==> config.mk <==
export PLATFORM = sky130hd
export DESIGN_NAME = conv_collector_flat
export DESIGN_NICKNAME = d
export VERILOG_FILES = /design/src/rtl/conv_collector_pkg.sv /design/src/rtl/conv_collector_if.sv /design/src/rtl/conv_out_ram.sv /design/src/rtl/conv_collector.sv /design/src/flat_wrapper.sv
export SDC_FILE = /design/constraint.sdc
export NUM_CORES = 1
export LEC_CHECK = 0
export ABC_AREA = 1
export CAP_MARGIN = 20
export CORE_ASPECT_RATIO = 1.1
export CORE_MARGIN = 2
export CORE_UTILIZATION = 42
export CTS_BUF_LIST = sky130_fd_sc_hd__clkbuf_4 sky130_fd_sc_hd__clkbuf_8
export CTS_CLUSTER_SIZE = 30
export DETAILED_ROUTE_END_ITERATION = 12
export GPL_ROUTABILITY_DRIVEN = 0
export PLACE_DENSITY = 0.64
export SLEW_MARGIN = 0
export SYNTH_ARGS = -nofsm -noshare
export SYNTH_HDL_FRONTEND = slang
export SYNTH_HIERARCHICAL = 1
export SYNTH_SLANG_ARGS = --single-unit
==> constraint.sdc <==
create_clock -name clk -period 3.8 [get_ports clk]
set_input_delay 0.76 -clock clk [delete_from_list [all_inputs] [get_ports clk]]
set_output_delay 0.76 -clock clk [all_outputs]
set_load 0.01 [all_outputs]
==> src/rtl/conv_collector_pkg.sv <==
// Shared CNN definitions: collector FSM encoding, default map/word sizes.
// Also holds the address-width helper used by the collector and its RAM.
package conv_collector_pkg;

    localparam int CNN_DW      = 32;
    localparam int CNN_OUT_DIM = 2;

    typedef enum logic [1:0] {
        IDLE    = 2'd0,
        COLLECT = 2'd1,
        DONE    = 2'd2
    } coll_state_t;

    function automatic int addr_w(input int n);
        return (n > 1) ? $clog2(n) : 1;
    endfunction

endpackage

==> src/rtl/conv_collector_if.sv <==
// Capture and read-port bundle between convolver/reader and collector.
// master drives pixels and read requests; slave returns read data.
interface conv_collector_if
    import conv_collector_pkg::*;
#(
    parameter int DW      = CNN_DW,
    parameter int OUT_DIM = CNN_OUT_DIM
);
    localparam int AW = addr_w(OUT_DIM * OUT_DIM);

    logic          ce;
    logic [DW-1:0] conv_op;
    logic          valid_conv;
    logic          end_conv;
    logic          rd_en;
    logic [AW-1:0] rd_addr;
    logic [DW-1:0] rd_data;
    logic          rd_valid;

    modport master (
        output ce, conv_op, valid_conv, end_conv,
        output rd_en, rd_addr,
        input  rd_data, rd_valid
    );

    modport slave (
        input  ce, conv_op, valid_conv, end_conv,
        input  rd_en, rd_addr,
        output rd_data, rd_valid
    );

endinterface

==> src/rtl/conv_out_ram.sv <==
// Output-map buffer: one write port, one registered read port.
// Reads return pre-write contents; out-of-range reads return zero.
module conv_out_ram #(
    parameter int DW    = 32,
    parameter int DEPTH = 4,
    parameter int AW    = 2
) (
    input  logic          clk,
    input  logic          rst_n,
    input  logic          we,
    input  logic [AW-1:0] waddr,
    input  logic [DW-1:0] wdata,
    input  logic          re,
    input  logic [AW-1:0] raddr,
    output logic [DW-1:0] rdata,
    output logic          rvalid
);

    logic [DW-1:0] mem [DEPTH];

    // storage write; contents deliberately not reset
    always_ff @(posedge clk) begin
        if (we) begin
            mem[waddr] <= wdata;
        end
    end

    // registered read with range guard and one-cycle valid
    always_ff @(posedge clk or negedge rst_n) begin
        if (!rst_n) begin
            rdata  <= '0;
            rvalid <= 1'b0;
        end else begin
            rvalid <= re;
            if (re) begin
                if (32'(raddr) < DEPTH) begin
                    rdata <= mem[raddr];
                end else begin
                    rdata <= '0;
                end
            end
        end
    end

endmodule

==> src/rtl/conv_collector.sv <==
// Collects convolver output pixels into a raster-order buffer.
// Tracks frame completion plus sticky overflow / short-frame flags.
module conv_collector
    import conv_collector_pkg::*;
#(
    parameter int OUT_DIM = CNN_OUT_DIM,
    parameter int DW      = CNN_DW,
    parameter int RELU    = 0,
    localparam int N      = OUT_DIM * OUT_DIM,
    localparam int AW     = addr_w(N),
    localparam int CW     = AW + 1
) (
    input  logic          clk,
    input  logic          global_rst_n,
    input  logic          clear,
    conv_collector_if.slave bus,
    output logic [CW-1:0] wr_count,
    output logic          frame_done,
    output logic          overflow,
    output logic          short_frame
);

    localparam logic [CW-1:0] FULL = CW'(N);

    coll_state_t   state_q, state_d;
    logic [CW-1:0] cnt_q, cnt_d;
    logic          done_q, done_d;
    logic          ovf_q, ovf_d;
    logic          short_q, short_d;
    logic          we;
    logic [AW-1:0] waddr;
    logic [DW-1:0] wdata;
    logic [CW-1:0] base;
    logic [CW-1:0] cnt_inc;
    logic          full;

    // optional ReLU clamp on the captured word
    always_comb begin
        wdata = bus.conv_op;
        if (RELU != 0 && bus.conv_op[DW-1]) begin
            wdata = '0;
        end
    end

    // next-state, counter, flags and write strobe
    always_comb begin
        state_d = state_q;
        cnt_d   = cnt_q;
        done_d  = done_q;
        ovf_d   = ovf_q;
        short_d = short_q;
        we      = 1'b0;
        waddr   = '0;
        full    = (cnt_q == FULL);
        unique case (state_q)
            COLLECT: base = cnt_q;
            default: base = '0;
        endcase
        cnt_inc = base + 1'b1;
        if (clear) begin
            state_d = IDLE;
            cnt_d   = '0;
            done_d  = 1'b0;
            ovf_d   = 1'b0;
            short_d = 1'b0;
        end else if (bus.ce) begin
            if (bus.valid_conv) begin
                if (state_q == DONE && full) begin
                    ovf_d = 1'b1;
                end else begin
                    we    = 1'b1;
                    waddr = base[AW-1:0];
                    cnt_d = cnt_inc;
                    if (bus.end_conv || cnt_inc == FULL) begin
                        state_d = DONE;
                        done_d  = 1'b1;
                        if (cnt_inc != FULL) begin
                            short_d = 1'b1;
                        end
                    end else begin
                        state_d = COLLECT;
                        done_d  = 1'b0;
                    end
                end
            end else if (bus.end_conv) begin
                state_d = DONE;
                done_d  = 1'b1;
                if (!full) begin
                    short_d = 1'b1;
                end
            end
        end
    end

    // state and status registers
    always_ff @(posedge clk or negedge global_rst_n) begin
        if (!global_rst_n) begin
            state_q <= IDLE;
            cnt_q   <= '0;
            done_q  <= 1'b0;
            ovf_q   <= 1'b0;
            short_q <= 1'b0;
        end else begin
            state_q <= state_d;
            cnt_q   <= cnt_d;
            done_q  <= done_d;
            ovf_q   <= ovf_d;
            short_q <= short_d;
        end
    end

    assign wr_count    = cnt_q;
    assign frame_done  = done_q;
    assign overflow    = ovf_q;
    assign short_frame = short_q;

    conv_out_ram #(
        .DW    (DW),
        .DEPTH (N),
        .AW    (AW)
    ) u_ram (
        .clk    (clk),
        .rst_n  (global_rst_n),
        .we     (we),
        .waddr  (waddr),
        .wdata  (wdata),
        .re     (bus.rd_en),
        .raddr  (bus.rd_addr),
        .rdata  (bus.rd_data),
        .rvalid (bus.rd_valid)
    );

endmodule
==> src/flat_wrapper.sv <==
// flat-port wrapper written by rule: the top's interface ports become plain ports
module conv_collector_flat import conv_collector_pkg::*;
#(
    parameter int OUT_DIM = CNN_OUT_DIM,
    parameter int DW      = CNN_DW,
    parameter int RELU    = 0,
    localparam int N      = OUT_DIM * OUT_DIM,
    localparam int AW     = addr_w(N),
    localparam int CW     = AW + 1
)
  (clk, global_rst_n, clear, wr_count, frame_done, overflow, short_frame, bus_ce, bus_conv_op, bus_valid_conv, bus_end_conv, bus_rd_en, bus_rd_addr, bus_rd_data, bus_rd_valid);
  conv_collector_if #(.DW(DW), .OUT_DIM(OUT_DIM)) bus_i ();
  input  logic clk;
  input  logic global_rst_n;
  input  logic clear;
  output logic [CW-1:0] wr_count;
  output logic frame_done;
  output logic overflow;
  output logic short_frame;
  input wire logic [$bits(bus_i.ce)-1:0] bus_ce;
  input wire logic [$bits(bus_i.conv_op)-1:0] bus_conv_op;
  input wire logic [$bits(bus_i.valid_conv)-1:0] bus_valid_conv;
  input wire logic [$bits(bus_i.end_conv)-1:0] bus_end_conv;
  input wire logic [$bits(bus_i.rd_en)-1:0] bus_rd_en;
  input wire logic [$bits(bus_i.rd_addr)-1:0] bus_rd_addr;
  output wire logic [$bits(bus_i.rd_data)-1:0] bus_rd_data;
  output wire logic [$bits(bus_i.rd_valid)-1:0] bus_rd_valid;
  assign bus_i.ce = bus_ce;
  assign bus_i.conv_op = bus_conv_op;
  assign bus_i.valid_conv = bus_valid_conv;
  assign bus_i.end_conv = bus_end_conv;
  assign bus_i.rd_en = bus_rd_en;
  assign bus_i.rd_addr = bus_rd_addr;
  assign bus_rd_data = bus_i.rd_data;
  assign bus_rd_valid = bus_i.rd_valid;
  conv_collector #(.OUT_DIM(OUT_DIM), .DW(DW), .RELU(RELU)) u_core (.clk(clk), .global_rst_n(global_rst_n), .clear(clear), .bus(bus_i), .wr_count(wr_count), .frame_done(frame_done), .overflow(overflow), .short_frame(short_frame));
endmodule
## After elaboration in Yosys (flattened, before gate mapping)

Memories as Yosys holds them, arrays and structs flattened. A register that Yosys moved wholly into a read port is not among the register bits.
Index checks and enable logic that the tools add are counted.

- Input port bits: 41
- Register bits: 9
- Logic and storage cells: 68
- Output and inout port bits: 39
- Bits in writable memories: 128
- Memories: 1

- Mux-type cells: 39
- Reductions and logical operators: 11
- Add/subtract/negate cells: 1
- Equal/unequal tests: 10

Memory list:

| memory | depth | width | rd ports | clocked after memory_dff | wr ports | RTL line | RTL |
|---|---|---|---|---|---|---|---|
| u_core.u_ram.mem | 4 | 32 | 1 | 1 | 1 | conv_out_ram.sv:19 | `logic [DW-1:0] mem [DEPTH];` |

Operators with widths:

| kind | number |
|---|---|
| $mux W1 | 24 |
| $mux W2 | 10 |
| $mux W3 | 5 |
| $ne A3 B3 Y1 const B | 3 |
| $reduce_and A3 Y1 | 3 |
| $eq A3 B3 Y1 const B | 2 |
| $ne A3 B2 Y1 const B | 2 |
| $reduce_and A6 Y1 | 1 |
| $reduce_bool A2 Y1 | 3 |
| $add A3 B1 Y3 const B | 1 |
| $reduce_bool A3 Y1 | 1 |
| $eq A2 B1 Y1 const B | 1 |
| $eq A2 B2 Y1 const B | 1 |
| $ne A2 B2 Y1 const B | 1 |
| $logic_and A1 B1 Y1 | 1 |
| $logic_not A1 Y1 | 1 |
| $logic_or A1 B1 Y1 | 1 |

## Logic depth before layout (Yosys ltp)

- Word-level depth: 10
- Gate-level depth with buffers: 13
- Mapped depth without buffers: 13

## Cells and area by module

Netlist, hierarchy kept.

Modules (own cells, without submodules):

| module | seq. area each (um2) | cells an instance | instances | area each (um2) |
|---|---|---|---|---|
| conv_out_ram | 4,669.5 | 646 | 1 | 6,673.9 |
| conv_collector | 175.2 | 67 | 1 | 459.2 |

## Least setup slack after synthesis

OpenSTA, ideal clock, no wires.

- Kind: in2reg
- Start: input bus_valid_conv
- End: memory u_core.u_ram.mem[3][0], enable pin
- Library setup time: 0.461 ns
- Required time: 3.339 ns
- Data arrival time: 3.591 ns
- Cell stages on the path: 6
- Setup slack: -0.252 ns
- Path buffers: 0
- Cell sequence: inv_1 nor2_2 nand2_2 nor3_1 inv_1 nor3_1

- Elaborated cells on any way between the ends: 8
- Those cells by class: mux (8)

RTL lines:

| item | RTL line | RTL |
|---|---|---|
| from (decl) | flat_wrapper.sv:22 | `input wire logic [$bits(bus_i.valid_conv)-1:0] bus_valid_conv;` |
| $mux W2 | conv_collector.sv:67 | `if (bus.valid_conv) begin` |
| $mux W2 | conv_collector.sv:66 | `end else if (bus.ce) begin` |
| $mux W2 | conv_collector.sv:60 | `if (clear) begin` |
| net u_core.waddr[1] | conv_collector.sv:31 | `logic [AW-1:0] waddr;` |
| to (decl) | conv_out_ram.sv:19 |  |

The timed path passes the listed nets, and every way through them passes these cells.

## Final worst setup path

- Start: input clear
- End: memory u_core.u_ram.mem[2][26], enable pin

- Elaborated cells on any way between the ends: 4
- Those cells by class: mux (4)

RTL lines:

| item | RTL line | RTL |
|---|---|---|
| from (decl) | flat_wrapper.sv:15 | `input logic clear;` |
| $mux W2 | conv_collector.sv:60 |  |
| net u_core.waddr[1] | conv_collector.sv:31 |  |

The timed path passes the listed nets, and every way through them passes these cells.

==> summary.md <==
| Metric | Value |
|---|---|
| Status | completed |
| Die footprint | 0.0180 mm^2 |
| Fin crit period | 2.67 ns |
| Vias in the first global route | 4780 |
| Post-synth EDFFs | 128 |
| Layout Nets | 838 |
| Area Overhead vs Synth | 18.0% |
| WP buf/inv | 3 |
| Core region area | 0.0165 mm^2 |
| Initial antenna violation count | 0 |
| Clock skew | 0.00815 ns |
| Worst setup SP type | input pin |
| Max transition margin | 52.5% |
| Non-Filler Instances | 1011 |
| R2R Path End | u_core/u_ram/mem[1][4] |
| DR vias/cell | 4.68 |
| Synthesized Nets | 756 |
| Distinct cells, synth | 19 |
| Synth warn | 6 |
| GR Util All Layers | 16.6% |
| 1st-iter DRT viols | 357 |
| PwrDens | 408 mW/mm^2 |
| Synthesized area | 0.00713 mm^2 |
| Post-Place Cells | 977 |
| Ys async rst share | 23.8% |
| DRT Wirelength | 14400 um |
| Die width | 128 um |
| Routed WL per cell | 14.3 um |
| # port buffers | 79 |
| First-pass GRT wire length | 23100 um |
| Avg Inst Size Synth | 10.0 um^2 |
| Largest net degree at the start of global routing | 65 |
| Max cap viols | 0 |
| Top FF cell, synth | edfxtp_1 |
| Inserted Clock Buffers | 17 |
| Clock Latency Late Sink | 0.45 ns |
| Crit path arrival time | 2.76 ns |
| Register bit total from synthesis | 168 |
| Top cell type's share of synthesized area | 53.9% |
| Kind of critical path | in -> reg |
| Worst r2r src | u_core/state_q[1] |
| Worst vdd rail ir drop | 0.000209 V |
| CTS tree | yes |
| Clock tree sinks | 168 |
| CP endpoint kind | register |
| CP delay by family, top | buffers and inverters |
| Std-Cell Rows | 49 |
| Core Util, Final | 51.1% |
| Synth cell count leaders | 278 x nand2_1, 143 x inv_1, 128 x edfxtp_1 |
| Crit-path cells | clkdlybuf4s50_1 -> nor2_2 -> nand2_2 -> nor3_1 -> inv_1 -> nor3_2 -> buf_4 |
| Leak | 3.86 nW |
| FF-to-FF path depth | 8 |
| Share of post-route cells with drive strength above 1 | 6.44% |
| Max FO, Critical Path | 32 |
| CTS Hold Bufs | 0 |
| Hpwl dp | 8790 um |
| Initial Utilization | 43.3% |
| DRT antenna net count | 0 |
| Worst hold slack | 0.248 ns |
| Seq/Total Area, Yosys | 67.9% |
| Slowest CP cell | clkdlybuf4s50_1 |
| Post_cts resized | 0 |
| Ratio of final minimum period to clock period | 70.2% |
| H-tree levels | 4 |
| Antenna cells | 0 |
| Post-CTS Setup Bufs | 0 |
| RSZ-0062 raised after global routing | false |
| Via count | 4728 |
| Reg2Reg Setup Slack | 1.63 ns |
| Longest Clk Path Bufs | 2 |
| Area contributors post-synth | edfxtp_1 54%, nand2_1 15%, dfrtp_1 14%, inv_1 7.5%, nand3_1 4.8% |
| Final setup fails | 0 |
| Max incr delay on CP | 0.51 ns |
| Hold Crit Class | in -> async |
| Root buffer cell | clkbuf_8 |
| Most frequent cell after synthesis | nand2_1 |
| Achievable frequency | 375 MHz |
| Ports | 80 |
| Crit path required time | 3.89 ns |
| Final slew viol count | 0 |
| Synth area leader | edfxtp_1 |
| Worst slew pin tran | 0.712 ns |
| Power Total | 0.00343 W |
| Die height | 141 um |
| Residual DRC | 0 |
| Endpoints failing hold | 0 |
| Grt ovf | 0 |
| Post-synthesis cell count | 713 |
| Detailed Routing Iterations Pass 1 | 4 |
| Reg clk slew, reported paths | 0.08 ns |
| CP startpoint | clear |
worst max-delay path by stage:
stage               cells after the start                       to  slack (ns)
finish                                  7  u_core/u_ram/mem[2][26]        1.13
floorplan                               6   u_core/u_ram/mem[3][0]       -0.25
CTS                                     7   u_core/u_ram/mem[2][6]        1.16
global route                            7   u_core/u_ram/mem[2][5]        0.97
detailed placement                      7   u_core/u_ram/mem[2][5]        0.69
global placement                        7   u_core/u_ram/mem[3][6]        0.77
registers in the layout, summed over array words and instances, names as in the netlist:
register             count
u_core/short_frame       1
u_core/overflow          1
u_core/u_ram/rvalid      1
u_core/state_q           2
u_core/u_ram/mem       128
u_core/wr_count          3
u_core/u_ram/rdata      32
metrics by stage:
step                      TNS [ns]  setup WS, ns  instance area (um^2)
final                            0          1.13                  8420
after detailed placement         0         0.687                  8060
after floorplan             -25.13        -0.252                  7130
after CTS                        0          1.16                  8370
after global routing             0         0.965                  8420
after global placement           0         0.770                  8030
area by class of cell:
cell class,instances,area [um^2]
inverters,144,541
repair buffers,90,906
well taps,204,255
fillers,1432,8070
clock inverters,13,65.1
multi-input cells,374,1570
clock buffers,18,241
flip-flops and latches,168,4840
cells in the final DEF, fill, tap and decap left out, drive strengths merged:
master,Yosys,layout
nand2,280,280
clkdlybuf4s50,0,75
o21ai,4,4
clkbuf,1,18
nand3,69,69
o31ai,1,1
edfxtp,128,128
nor2,10,10
a21oi,2,2
ha,2,2
inv,144,144
buf,26,15
clkinv,0,10
dfrtp,40,40
nor3,5,5
nand4,1,1
clkinvlp,0,3
worst reg2reg max path, delay by kind of cell (launching register included):
kind / cells / cell delay [ns]
and+or+nand+nor: 4 / 0.65
DFF: 1 / 0.41
buffers and inverters: 4 / 0.75
logic make-up after synthesis:
group | share of synthesized area [%]
compound gates | 0.632
fa+ha+maj | 0.351
buf+inv | 10.4
flops | 67.9
simple gates | 20.7
layer usage:
layer | GRT usage (%) | share of wire [%] | wire (um) | vias up
li1 | - | - | - | 2371
met2 | 28.9 | 50 | 7290 | 97
met3 | 3.91 | 4.6 | 662 | 19
met5 | 0 | 0 | 0 | -
met4 | 5.84 | 1.4 | 197 | 0
met1 | 20.2 | 44 | 6290 | 2241
where the power goes:
| part | switching [W] | total (W) | internal, W |
|---|---|---|---|
| clock | 0.000601 | 0.00104 | 0.000434 |
| sequential | 0.0000250 | 0.00205 | 0.00203 |
| combinational | 0.000186 | 0.000345 | 0.000159 |
| total | 0.000812 | 0.00343 | 0.00262 |
Power figures use the tool's default switching activity.
